File: src/rtl/fibonacci_sequencer_if.sv
// Control and result bundle for fibonacci_sequencer.
// start/busy/done handshake: begin_fibo is sampled only while idle (busy=0) and
// start is accepted on the clock edge that samples it. busy stays high until the
// run completes or aborts. done is a one-cycle pulse with fibo_out and overflow
// valid. term_valid is a one-cycle pulse qualifying term_out and term_index.
// There is no backpressure on any output.
interface fibonacci_sequencer_if #(
  parameter int WIDTH   = 16,
  parameter int N_WIDTH = 5
);
  logic               begin_fibo;
  logic               abort;
  logic [N_WIDTH-1:0] input_s;
  logic [1:0]         mode;
  logic [WIDTH-1:0]   seed0;
  logic [WIDTH-1:0]   seed1;
  logic [WIDTH-1:0]   fibo_out;
  logic               done;
  logic               busy;
  logic               overflow;
  logic               term_valid;
  logic [WIDTH-1:0]   term_out;
  logic [N_WIDTH-1:0] term_index;
  logic               state_dbg;

  modport master (
    output begin_fibo, abort, input_s, mode, seed0, seed1,
    input  fibo_out, done, busy, overflow, term_valid, term_out, term_index, state_dbg
  );

  modport slave (
    input  begin_fibo, abort, input_s, mode, seed0, seed1,
    output fibo_out, done, busy, overflow, term_valid, term_out, term_index, state_dbg
  );
endinterface

File: src/rtl/fibonacci_sequencer.sv
// Linear-recurrence engine T(k)=T(k-1)+T(k-2) with selectable seeds; one addition
// per clock, streaming each new term and reporting the final term with an overflow flag.
module fibonacci_sequencer #(
  parameter int WIDTH   = 16,
  parameter int N_WIDTH = 5
) (
  input logic                 clk,
  input logic                 reset,
  fibonacci_sequencer_if.slave bus
);
  typedef enum logic [0:0] {
    IDLE    = 1'b0,
    COMPUTE = 1'b1
  } state_t;

  state_t             r_state;
  state_t             w_next_state;

  logic [WIDTH-1:0]   r_a;
  logic [WIDTH-1:0]   r_b;
  logic [N_WIDTH-1:0] r_cnt;
  logic [N_WIDTH-1:0] r_n;
  logic               r_ovf_acc;

  logic [WIDTH-1:0]   r_fibo_out;
  logic               r_overflow;
  logic               r_done;
  logic               r_term_valid;
  logic [WIDTH-1:0]   r_term_out;
  logic [N_WIDTH-1:0] r_term_index;

  logic [WIDTH:0]     w_sum;
  logic [WIDTH-1:0]   w_t0;
  logic [WIDTH-1:0]   w_t1;
  logic               w_start;
  logic               w_step;
  logic               w_finish;

  assign w_sum = {1'b0, r_a} + {1'b0, r_b};

  always_comb begin
    w_t0 = '0;
    w_t1 = WIDTH'(1);
    case (bus.mode)
      2'b01: begin
        w_t0 = WIDTH'(2);
        w_t1 = WIDTH'(1);
      end
      2'b10: begin
        w_t0 = bus.seed0;
        w_t1 = bus.seed1;
      end
      default: begin
        w_t0 = '0;
        w_t1 = WIDTH'(1);
      end
    endcase
  end

  // Abort outranks both the step and the finish decision.
  always_comb begin
    w_next_state = r_state;
    w_start      = 1'b0;
    w_step       = 1'b0;
    w_finish     = 1'b0;
    case (r_state)
      IDLE: begin
        if (bus.begin_fibo) begin
          w_start      = 1'b1;
          w_next_state = COMPUTE;
        end
      end
      COMPUTE: begin
        if (bus.abort) begin
          w_next_state = IDLE;
        end else if (r_cnt >= N_WIDTH'(2)) begin
          w_step = 1'b1;
        end else begin
          w_finish     = 1'b1;
          w_next_state = IDLE;
        end
      end
      default: w_next_state = IDLE;
    endcase
  end

  always_ff @(posedge clk or posedge reset) begin
    if (reset) begin
      r_state <= IDLE;
    end else begin
      r_state <= w_next_state;
    end
  end

  always_ff @(posedge clk or posedge reset) begin
    if (reset) begin
      r_a          <= '0;
      r_b          <= '0;
      r_cnt        <= '0;
      r_n          <= '0;
      r_ovf_acc    <= 1'b0;
      r_fibo_out   <= '0;
      r_overflow   <= 1'b0;
      r_done       <= 1'b0;
      r_term_valid <= 1'b0;
      r_term_out   <= '0;
      r_term_index <= '0;
    end else begin
      r_done       <= w_finish;
      r_term_valid <= w_step;
      if (w_start) begin
        r_a       <= w_t0;
        r_b       <= w_t1;
        r_cnt     <= bus.input_s;
        r_n       <= bus.input_s;
        r_ovf_acc <= 1'b0;
      end
      if (w_step) begin
        r_a          <= r_b;
        r_b          <= w_sum[WIDTH-1:0];
        r_cnt        <= r_cnt - N_WIDTH'(1);
        r_term_out   <= w_sum[WIDTH-1:0];
        // cnt counts down from n, so the term being produced is n-cnt+2.
        r_term_index <= r_n - r_cnt + N_WIDTH'(2);
        if (w_sum[WIDTH]) begin
          r_ovf_acc <= 1'b1;
        end
      end
      if (w_finish) begin
        r_fibo_out <= (r_cnt == '0) ? r_a : r_b;
        r_overflow <= r_ovf_acc;
      end
    end
  end

  assign bus.fibo_out   = r_fibo_out;
  assign bus.overflow   = r_overflow;
  assign bus.done       = r_done;
  assign bus.busy       = (r_state == COMPUTE);
  assign bus.term_valid = r_term_valid;
  assign bus.term_out   = r_term_out;
  assign bus.term_index = r_term_index;
  assign bus.state_dbg  = (r_state == COMPUTE);
endmodule
File: src/flat_wrapper.sv
// flat-port wrapper written by rule: the top's interface ports become plain ports
module fibonacci_sequencer_flat 
#(
  parameter int WIDTH   = 16,
  parameter int N_WIDTH = 5
)
  (clk, reset, bus_begin_fibo, bus_abort, bus_input_s, bus_mode, bus_seed0, bus_seed1, bus_fibo_out, bus_done, bus_busy, bus_overflow, bus_term_valid, bus_term_out, bus_term_index, bus_state_dbg);
  fibonacci_sequencer_if #(.WIDTH(WIDTH), .N_WIDTH(N_WIDTH)) bus_i ();
  input logic clk;
  input logic reset;
  input wire logic [$bits(bus_i.begin_fibo)-1:0] bus_begin_fibo;
  input wire logic [$bits(bus_i.abort)-1:0] bus_abort;
  input wire logic [$bits(bus_i.input_s)-1:0] bus_input_s;
  input wire logic [$bits(bus_i.mode)-1:0] bus_mode;
  input wire logic [$bits(bus_i.seed0)-1:0] bus_seed0;
  input wire logic [$bits(bus_i.seed1)-1:0] bus_seed1;
  output wire logic [$bits(bus_i.fibo_out)-1:0] bus_fibo_out;
  output wire logic [$bits(bus_i.done)-1:0] bus_done;
  output wire logic [$bits(bus_i.busy)-1:0] bus_busy;
  output wire logic [$bits(bus_i.overflow)-1:0] bus_overflow;
  output wire logic [$bits(bus_i.term_valid)-1:0] bus_term_valid;
  output wire logic [$bits(bus_i.term_out)-1:0] bus_term_out;
  output wire logic [$bits(bus_i.term_index)-1:0] bus_term_index;
  output wire logic [$bits(bus_i.state_dbg)-1:0] bus_state_dbg;
  assign bus_i.begin_fibo = bus_begin_fibo;
  assign bus_i.abort = bus_abort;
  assign bus_i.input_s = bus_input_s;
  assign bus_i.mode = bus_mode;
  assign bus_i.seed0 = bus_seed0;
  assign bus_i.seed1 = bus_seed1;
  assign bus_fibo_out = bus_i.fibo_out;
  assign bus_done = bus_i.done;
  assign bus_busy = bus_i.busy;
  assign bus_overflow = bus_i.overflow;
  assign bus_term_valid = bus_i.term_valid;
  assign bus_term_out = bus_i.term_out;
  assign bus_term_index = bus_i.term_index;
  assign bus_state_dbg = bus_i.state_dbg;
  fibonacci_sequencer #(.WIDTH(WIDTH), .N_WIDTH(N_WIDTH)) u_core (.clk(clk), .reset(reset), .bus(bus_i));
endmodule
File: config.mk
export PLATFORM = sky130hd
export DESIGN_NAME = fibonacci_sequencer_flat
export DESIGN_NICKNAME = d
export VERILOG_FILES = /design/src/rtl/fibonacci_sequencer_if.sv /design/src/rtl/fibonacci_sequencer.sv /design/src/flat_wrapper.sv
export SDC_FILE = /design/constraint.sdc
export NUM_CORES = 1
export LEC_CHECK = 0
export ABC_AREA = 1
export CORE_UTILIZATION = 59
export CTS_BUF_LIST = sky130_fd_sc_hd__clkbuf_2
export DETAILED_ROUTE_END_ITERATION = 10
export GPL_ROUTABILITY_DRIVEN = 0
export HOLD_SLACK_MARGIN = 0.06
export PLACE_DENSITY = 0.88
export SYNTH_ARGS = -nofsm -noshare
export SYNTH_HDL_FRONTEND = slang
export SYNTH_SLANG_ARGS = --single-unit
File: constraint.sdc
create_clock -name clk -period 5.8 [get_ports clk]
set_clock_uncertainty 0.15 [all_clocks]
set_input_delay 1.16 -clock clk [delete_from_list [all_inputs] [get_ports clk]]
set_output_delay 1.16 -clock clk [all_outputs]
set_load 0.05 [all_outputs]
==> impl_metrics.tcl, run 1 <==
set metrics [dict create \
    ys.flop_type "dfrtp_1" \
    setup_viol 0 \
    multiInputGateArea_mm2 0.00235 \
    end_kind "flip-flop" \
    avgSynthCellArea_um2 8.11 \
    seqCellArea_mm2 0.00210 \
    worstPathCellList "clkdlybuf4s50_1 -> nor2_1 -> nand2_4 -> nand2_2 -> clkinv_2 -> a21oi_1 -> a21oi_2" \
    portBuffers 84 \
    drive_gt1_share_pct 9.22 \
    cts_resized 0 \
    hold_ws_ns 0.367 \
    nFillCells 569 \
    syn_inst 603 \
    status "finished clean" \
    cpPeakStageDelay_ns 0.66 \
    cts-buffers-inserted 9 \
    rsz0062_at_grt "no" \
    grt_pass1_wl_um 19700 \
    syn_nets 676 \
    start_kind "input pin" \
    dp_cells 769 \
    grt_max_degree 49 \
    viasPerCell 5.60 \
    core_area_mm2 0.00789 \
    drt_iter0_drc 296 \
    antenna_found_initial 0 \
    dieArea_mm2 0.00866 \
    leakage_nw 2.93 \
    fp.dieH_um 93.0 \
    ir_worst_vdd_mv 0.305 \
    ys_types 43 \
    cts_tree "built" \
    firstDrtPassIters 5 \
    die_w_um 93.0 \
    pin_count 85 \
    worst-setup-path-type "in2reg" \
    root_buffer "clkbuf_2" \
    cts.reportedPaths.clkPinSlew_ns 0.23 \
    post-route-min-period_ns 3.44 \
    synth-edff-count 0 \
    synth_largest_area_cell "dfrtp_1" \
    final_nets 751 \
    finalMaxSlewViolations 0 \
    vias 4396 \
    ys_ff_latch 84 \
    post_cts_buffers 0 \
    hold_class "reg2reg" \
    grtUsageTotal_pct 29.2 \
    cpMaxStageDelayCell "nand2_2" \
    cap_viol_max_count 0 \
    slew_headroom_pct 52.0 \
    crit_family "simple AND/OR/NAND/NOR gates" \
    ant_nets 0 \
    hold_buffers 0 \
    worstSkewPairLatency_ns 0.60 \
    clock_sinks 84 \
    worst_pin_slew_ns 0.718 \
    max_clock_freq_ghz 0.291 \
    grt_pass1_vias 4191 \
    synth_top_area_share_pct 43.0 \
    antenna_cells 0 \
    dp_hpwl_um 8600 \
    cp.required_ns 6.14 \
    syn-cell-area_mm2 0.00489 \
    htree_levels 3 \
    critPathBufInv 2 \
    p_per_area_mw_per_mm2 638 \
    finalCritPeriodShare_pct 59.2 \
    grt_overflow 0 \
    cts_max_path_buffers 2 \
    cp.arrival_ns 3.78 \
    instances_no_fill 785 \
    crit_path_max_fanout 39 \
    synthTopCellsByArea "dfrtp_1, nand2_1, ha_1, inv_1, a21oi_2" \
    hold_viol 0 \
    drt-total-wl_um 11900 \
    rows 32 \
    async_flop_share_pct 100 \
    area_growth_pct 19.7 \
    wire_per_inst_um 15.1 \
    ys_warn_count 0 \
    tns_ns 0 \
    post-route-util_pct 74.2 \
    yosysSeqAreaShare_pct 43.0 \
    initial_core_util_pct 62.0 \
    drc 0 \
]
==> placed cells by master (no fill, tap or decap), types with 4 or more instances in the layout <==
master and count:
a21oi_1 20, o21ai_1 17, o21ai_0 27, inv_2 4, nor2_1 27, ha_1 28, nand2_1 207, xor2_1 5
inv_1 67, o21ai_2 4, nor3_1 4, dfrtp_1 84, nand3b_1 4, o211ai_2 9, a21oi_2 16, nand3_1 25
clkbuf_2 9, clkdlybuf4s50_1 84
==> synth_stat cells, types with 2 or more instances <==
master	number
nor2_1	27
xnor2_1	3
nand2_2	2
o21ai_2	4
o21ai_0	27
ha_1	28
o211ai_2	9
xor2_1	5
nand3_1	25
nand2_1	207
or2_1	2
dfrtp_1	84
a21oi_1	20
o21ai_1	17
fa_1	2
inv_1	68
a21oi_2	16
inv_2	4
nand3b_1	4
buf_6	5
buf_4	5
nand4_1	2
clkbuf_1	2
nor3_1	4
o221ai_1	2
o211ai_1	3
a31oi_1	2
a22oi_1	2
buf_2	8
==> kinds of logic (layout without fill, tap and decap cells) <==
| kind of cell | after synthesis | in the layout | share of synthesized area, % |
|---|---|---|---|
| AOI/OAI and AO/OA | 105 | 105 | 14.4 |
| adders and majority gates | 30 | 30 | 7.98 |
| buffers and inverters | 95 | 175 | 8.95 |
| xor gates and xnor gates | 8 | 8 | 1.43 |
| DFF | 84 | 84 | 43.0 |
| and+or+nand+nor | 281 | 281 | 24.3 |
==> final timing paths <==
path	from	endpoint	slack, ns	cells past startpoint
hold reg to reg	u_core.bus.term_out[9]$_DFFE_PP0P_	u_core.bus.term_out[9]$_DFFE_PP0P_	0.37	2
setup reg to reg	u_core.r_cnt[0]$_DFFE_PP0P_	u_core.r_b[14]$_DFFE_PP0P_	2.72	9
setup / recovery	bus_abort	u_core.r_b[14]$_DFFE_PP0P_	2.36	7
min in group asynchronous	reset	u_core.bus.fibo_out[14]$_DFFE_PP0P_	0.73	2
max in group asynchronous	reset	u_core.r_a[8]$_DFFE_PP0P_	3.67	3
hold / removal	u_core.bus.term_out[9]$_DFFE_PP0P_	u_core.bus.term_out[9]$_DFFE_PP0P_	0.37	2
==> power breakdown <==
part | leakage, nW | switching (W) | internal, W | total (W)
Clock | 0.0789 | 0.000229 | 0.000144 | 0.000373
Combinational | 1.81 | 0.00151 | 0.000791 | 0.00230
Sequential | 1.04 | 0.000209 | 0.000854 | 0.00106
Total | 2.93 | 0.00194 | 0.00179 | 0.00373
==> metrics by stage <==
stage          setup WS (ns)  total power, W  instance area, um^2
4_1_cts                 2.35         0.00371                 5850
6_report                2.36         0.00373                 5850
3_5_place_dp            1.75         0.00333                 5710
5_1_grt                 2.23         0.00401                 5850
3_3_place_gp            1.84         0.00323                 5710
2_1_floorplan           2.32         0.00272                 4890
==> layout make-up <==
class / instances / share of cell area (%)
well taps: 102 / 2.18
clock buffers: 9 / 0.769
flip-flops and latches: 84 / 35.9
repair buffers: 85 / 14.5
inverters: 74 / 4.83
multi-input cells: 424 / 40.2
clock inverters: 7 / 1.67
==> routing by layer <==
metal,vias up,wire [um],global-route usage [%]
met3,20,996,5.85
li1,2080,-,-
met5,-,0,0
met1,2088,5020,39.3
met2,208,5690,47.9
met4,0,186,8.85
==> state kept, by name, summed over array words and instances (netlist names) <==
| register | count |
|---|---|
| u_core.r_n | 5 |
| u_core.r_ovf_acc | 1 |
| u_core.bus.busy | 1 |
| u_core.r_b | 16 |
| u_core.bus.term_valid | 1 |
| u_core.r_a | 16 |
| u_core.bus.term_out | 16 |
| u_core.bus.fibo_out | 16 |
| u_core.r_cnt | 5 |
| u_core.bus.overflow | 1 |
| u_core.bus.done | 1 |
| u_core.bus.term_index | 5 |
==> worst reg2reg max path, delay by kind of cell (launching register included) <==
kind / cells / cell delay [ns]
AOI/OAI and AO/OA: 2 / 0.41
buffers and inverters: 2 / 0.72
and+or+nand+nor: 4 / 1.10
DFF: 1 / 0.43
adders and majority gates: 1 / 0.18
(Power assumes the default switching activity.)
==> run 2: changes to the inputs <==
- CORE_UTILIZATION: 59 -> 50
- PLACE_DENSITY: 0.88 -> 0.79
- clock period: 5.8 -> 2.8 ns (I/O delays scaled with it)
==> impl_metrics.tcl, run 2 (same netlist as run 1, synthesis figures left out) <==
set metrics [dict create \
    status "finished clean" \
    grt_pass1_wl_um 19300 \
    grt_max_degree 85 \
    antenna_cells 0 \
    cts_tree "built" \
    root_buffer "clkbuf_2" \
    area_growth_pct 20.4 \
    power.share.combinational_pct 62.9 \
    leakage_nw 2.93 \
    preCtsSetupSlack_ns 0.305 \
    drt-total-wl_um 11600 \
    fin_ws_ns 0.292 \
    firstDrtPassIters 5 \
    finalCritPeriodShare_pct 89.6 \
    cp.arrival_ns 1.80 \
    drive_gt1_share_pct 9.75 \
    cts-buffers-inserted 9 \
    nFillCells 815 \
    core_area_mm2 0.00937 \
    critPathBufInv 1 \
    final_cell_mix "nand2_1, clkdlybuf4s50_1, dfrtp_1" \
    worst_pin_slew_ns 0.675 \
    post_cts_buffers 0 \
    dp_hpwl_um 8630 \
    rows 35 \
    final_nets 755 \
    crit_family "buffers and inverters" \
    cts_max_path_buffers 2 \
    p_per_area_mw_per_mm2 1280 \
    htree_levels 3 \
    seqPwrFrac_pct 29.3 \
    drt_iter0_drc 299 \
    fp.dieH_um 101 \
    worstPathCellList "clkdlybuf4s50_1" \
    hold_viol 0 \
    pwr-share-clk_pct 7.8 \
    cts.reportedPaths.clkPinSlew_ns 0.26 \
    start_kind "flip-flop" \
    cts_resized 0 \
    setup_viol 0 \
    cp.required_ns 2.09 \
    rsz0062_at_grt "no" \
    end_kind "output pin" \
    slew_headroom_pct 55.0 \
    total_power_w 0.00754 \
    worst-setup-path-type "reg2out" \
    portBuffers 84 \
    cpMaxStageDelayCell "clkdlybuf4s50_1" \
    finalMaxSlewViolations 0 \
    hold_buffers 0 \
    die_w_um 101 \
    switchingPower_w 0.00398 \
    ant_nets 0 \
    swShare_pct 52.8 \
    worstSkewPairLatency_ns 0.56 \
    cap_viol_max_count 0 \
    drc 0 \
    grt_overflow 0 \
    viasPerCell 5.19 \
    vias 4238 \
    hold_class "in2async" \
    ir_worst_vdd_mv 0.673 \
    grtUsageTotal_pct 24.5 \
    clock_sinks 84 \
    tns_ns 0 \
    antenna_found_initial 0 \
    pin_count 85 \
    grt_pass1_vias 4177 \
    max_clock_freq_ghz 0.399 \
    layout_commonest_cell "nand2_1" \
    post-route-min-period_ns 2.51 \
    seqCellArea_mm2 0.00210 \
    post-route-util_pct 62.8 \
    crit_path_max_fanout 3 \
    crit_cells 1 \
    cpPeakStageDelay_ns 0.82 \
    initial_core_util_pct 52.2 \
    p_int_w 0.00356 \
    wire_per_inst_um 14.3 \
    dieArea_mm2 0.0102 \
    multiInputGateArea_mm2 0.00235 \
    ff2ff_path_depth 10 \
]
==> run 2: metrics by stage <==
| step | hold slack (ns) | cells | instance area [um^2] |
|---|---|---|---|
| after floorplan | 0.299 | 603 | 4890 |
| after global placement | 0.311 | 800 | 5790 |
| after detailed placement | 0.316 | 800 | 5790 |
| after CTS | 0.266 | 816 | 5890 |
| after global routing | 0.267 | 816 | 5890 |
| final | 0.259 | 816 | 5890 |
==> run 2: cell type report <==
class / count / area share [%]
sequential: 84 / 35.7
clock inverter: 6 / 0.829
tap: 129 / 2.74
timing repair buffer: 89 / 15.1
clock buffer: 10 / 0.850
inverter: 74 / 4.84
multi-input combinational: 424 / 39.9
==> run 2: final timing paths <==
check | start | end | slack [ns]
max in group asynchronous | reset | u_core.bus.term_out[10]$_DFFE_PP0P_ | 1.85
min in group clk | bus_input_s[2] | u_core.r_n[2]$_DFFE_PP0P_ | 0.37
setup reg to reg | u_core.r_b[0]$_DFFE_PP0P_ | u_core.r_ovf_acc$_DFF_PP0_ | 0.54
setup / recovery | u_core.bus.busy$_DFF_PP0_ | bus_busy | 0.29
hold reg to reg | u_core.bus.term_out[14]$_DFFE_PP0P_ | u_core.bus.term_out[14]$_DFFE_PP0P_ | 0.37
hold / removal | reset | u_core.r_n[4]$_DFFE_PP0P_ | 0.26
==> run 2: worst min-delay path, delay by kind of cell <==
family   cells  cell delay (ns)
buf+inv      3             0.88
==> run 2: power groups by stage <==
| stage | Sequential (W) | Combinational (W) | Clock [W] |
|---|---|---|---|
| 4_1_cts | 0.00220 | 0.00472 | 0.000599 |
| 2_1_floorplan | 0.00308 | 0.00255 | 0 |
| 6_report | 0.00220 | 0.00474 | 0.000588 |
| 5_1_grt | 0.00227 | 0.00523 | 0.000649 |
| 3_3_place_gp | 0.00220 | 0.00455 | 0 |
| 3_5_place_dp | 0.00223 | 0.00470 | 0 |
==> run 2: metal layers <==
metal | vias up | global-route usage (%) | routed length, um
met1 | 1970 | 33.7 | 5370
met3 | 24 | 4.79 | 761
met4 | 0 | 7.80 | 201
li1 | 2094 | - | -
met5 | - | 0 | 0
met2 | 150 | 39.2 | 5310
==> run 3: changes to the inputs <==
- SETUP_SLACK_MARGIN: unset -> 0.3
==> impl_metrics.tcl, run 3 (same netlist as run 1, synthesis figures left out) <==
set metrics [dict create \
    core_area_mm2 0.00937 \
    antenna_cells 0 \
    start_kind "flip-flop" \
    htree_levels 3 \
    finalCritPeriodShare_pct 81.2 \
    initial_core_util_pct 52.2 \
    portBuffers 84 \
    slew_headroom_pct 54.8 \
    hold_viol 0 \
    area_growth_pct 21.0 \
    dp_hpwl_um 8630 \
    total_power_w 0.00742 \
    cap_viol_max_count 0 \
    worst_pin_slew_ns 0.677 \
    grt_pass1_vias 4177 \
    grt_overflow 0 \
    hold_ws_ns 0.239 \
    worstSkewPairLatency_ns 0.59 \
    cp.arrival_ns 2.60 \
    drt-total-wl_um 11800 \
    cts.reportedPaths.clkPinSlew_ns 0.28 \
    grt_max_degree 85 \
    cts-buffers-inserted 9 \
    pin_count 85 \
    vias 4246 \
    antenna_found_initial 0 \
    cts_max_path_buffers 2 \
    max_clock_freq_ghz 0.440 \
    hold_class "in2async" \
    setup_viol 0 \
    rsz0062_at_grt "no" \
    ir_worst_vdd_mv 0.552 \
    ant_nets 0 \
    cts_tree "built" \
    rows 35 \
    root_buffer "clkbuf_2" \
    p_per_area_mw_per_mm2 1250 \
    post-route-util_pct 63.2 \
    clock_sinks 84 \
    final_nets 755 \
    drive_gt1_share_pct 9.75 \
    end_kind "flip-flop" \
    dieArea_mm2 0.0102 \
    post-route-min-period_ns 2.27 \
    leakage_nw 3.24 \
    post_cts_buffers 0 \
    status "finished clean" \
    die_w_um 101 \
    cp.required_ns 3.13 \
    tns_ns 0 \
    crit_path_max_fanout 4 \
    final_cell_mix "nand2_1, dfrtp_1, inv_1" \
    drt_iter0_drc 272 \
    grt_pass1_wl_um 19300 \
    finalMaxSlewViolations 0 \
    grtUsageTotal_pct 24.5 \
    layout_commonest_cell "nand2_1" \
    viasPerCell 5.20 \
    fin_ws_ns 0.526 \
    fp.dieH_um 101 \
    worst-setup-path-type "reg2reg" \
    nFillCells 827 \
    preCtsSetupSlack_ns 0.305 \
    drc 0 \
    wire_per_inst_um 14.4 \
    firstDrtPassIters 5 \
]
==> run 3: through the flow <==
| stage | area (um^2) | std cells |
|---|---|---|
| floorplan | 4890 | 603 |
| global placement | 5790 | 800 |
| detailed placement | 5790 | 800 |
| CTS | 5860 | 816 |
| global route | 5920 | 816 |
| finish | 5920 | 816 |
==> run 3: power breakdown <==
group	leakage, nW	internal [W]	switching, W
sequential	1.04	0.00177	0.000423
clock	0.0552	0.000127	0.000464
combinational	2.15	0.00155	0.00309
total	3.24	0.00344	0.00398
==> run 3: per-layer routing <==
metal | vias up | wire length [um] | part of all wire, % | GRT usage (%)
met2 | 157 | 5440 | 46 | 39.2
met4 | 0 | 154 | 1.3 | 7.80
met3 | 18 | 823 | 7.0 | 4.79
li1 | 2089 | - | - | -
met1 | 1982 | 5340 | 45 | 33.7
met5 | - | 0 | 0 | 0
==> run 3: worst paths after layout <==
path                                                      start                                   end  slack, ns  cells past startpoint
max                                   u_core.r_b[0]$_DFFE_PP0P_            u_core.r_ovf_acc$_DFF_PP0_       0.53                     10
min                                                       reset    u_core.bus.fibo_out[6]$_DFFE_PP0P_       0.24                      3
max reg2reg                           u_core.r_b[0]$_DFFE_PP0P_            u_core.r_ovf_acc$_DFF_PP0_       0.53                     10
min reg2reg                u_core.bus.term_index[3]$_DFFE_PP0P_  u_core.bus.term_index[3]$_DFFE_PP0P_       0.36                      2
max in group asynchronous                                 reset            u_core.r_a[14]$_DFFE_PP0P_       1.86                      3
min in group clk                                   bus_seed0[4]             u_core.r_a[4]$_DFFE_PP0P_       0.35                      3
==> run 3: timing repair <==
| action | 4_1_cts | 5_1_grt |
|---|---|---|
| cloned | 0 | 0 |
| endpoints found under the hold margin | 0 | 0 |
| setup endpoints to repair | 20 | 22 |
| gates resized for setup | 20 | 22 |
| hold buffers | 0 | 0 |
==> run 3: area by class of cell <==
cell class	count	area, um^2	share of cell area, %
Multi-Input combinational cell	424	2350	39.7
Clock inverter	6	48.8	0.824
Sequential cell	84	2100	35.5
Inverter	74	285	4.82
Timing Repair Buffer	89	921	15.6
Clock buffer	10	50.0	0.845
Tap cell	129	161	2.73
==> run 3: worst max-delay path, stage by stage (launching register included) <==
cell      delay (ns)
dfrtp_1         0.47
ha_1            0.24
fa_1            0.39
nand2_1         0.10
nand2_1         0.09
nand3b_1        0.09
nand2_1         0.12
nand2_1         0.11
nand2_1         0.07
a21boi_0        0.25
o21ai_1         0.09
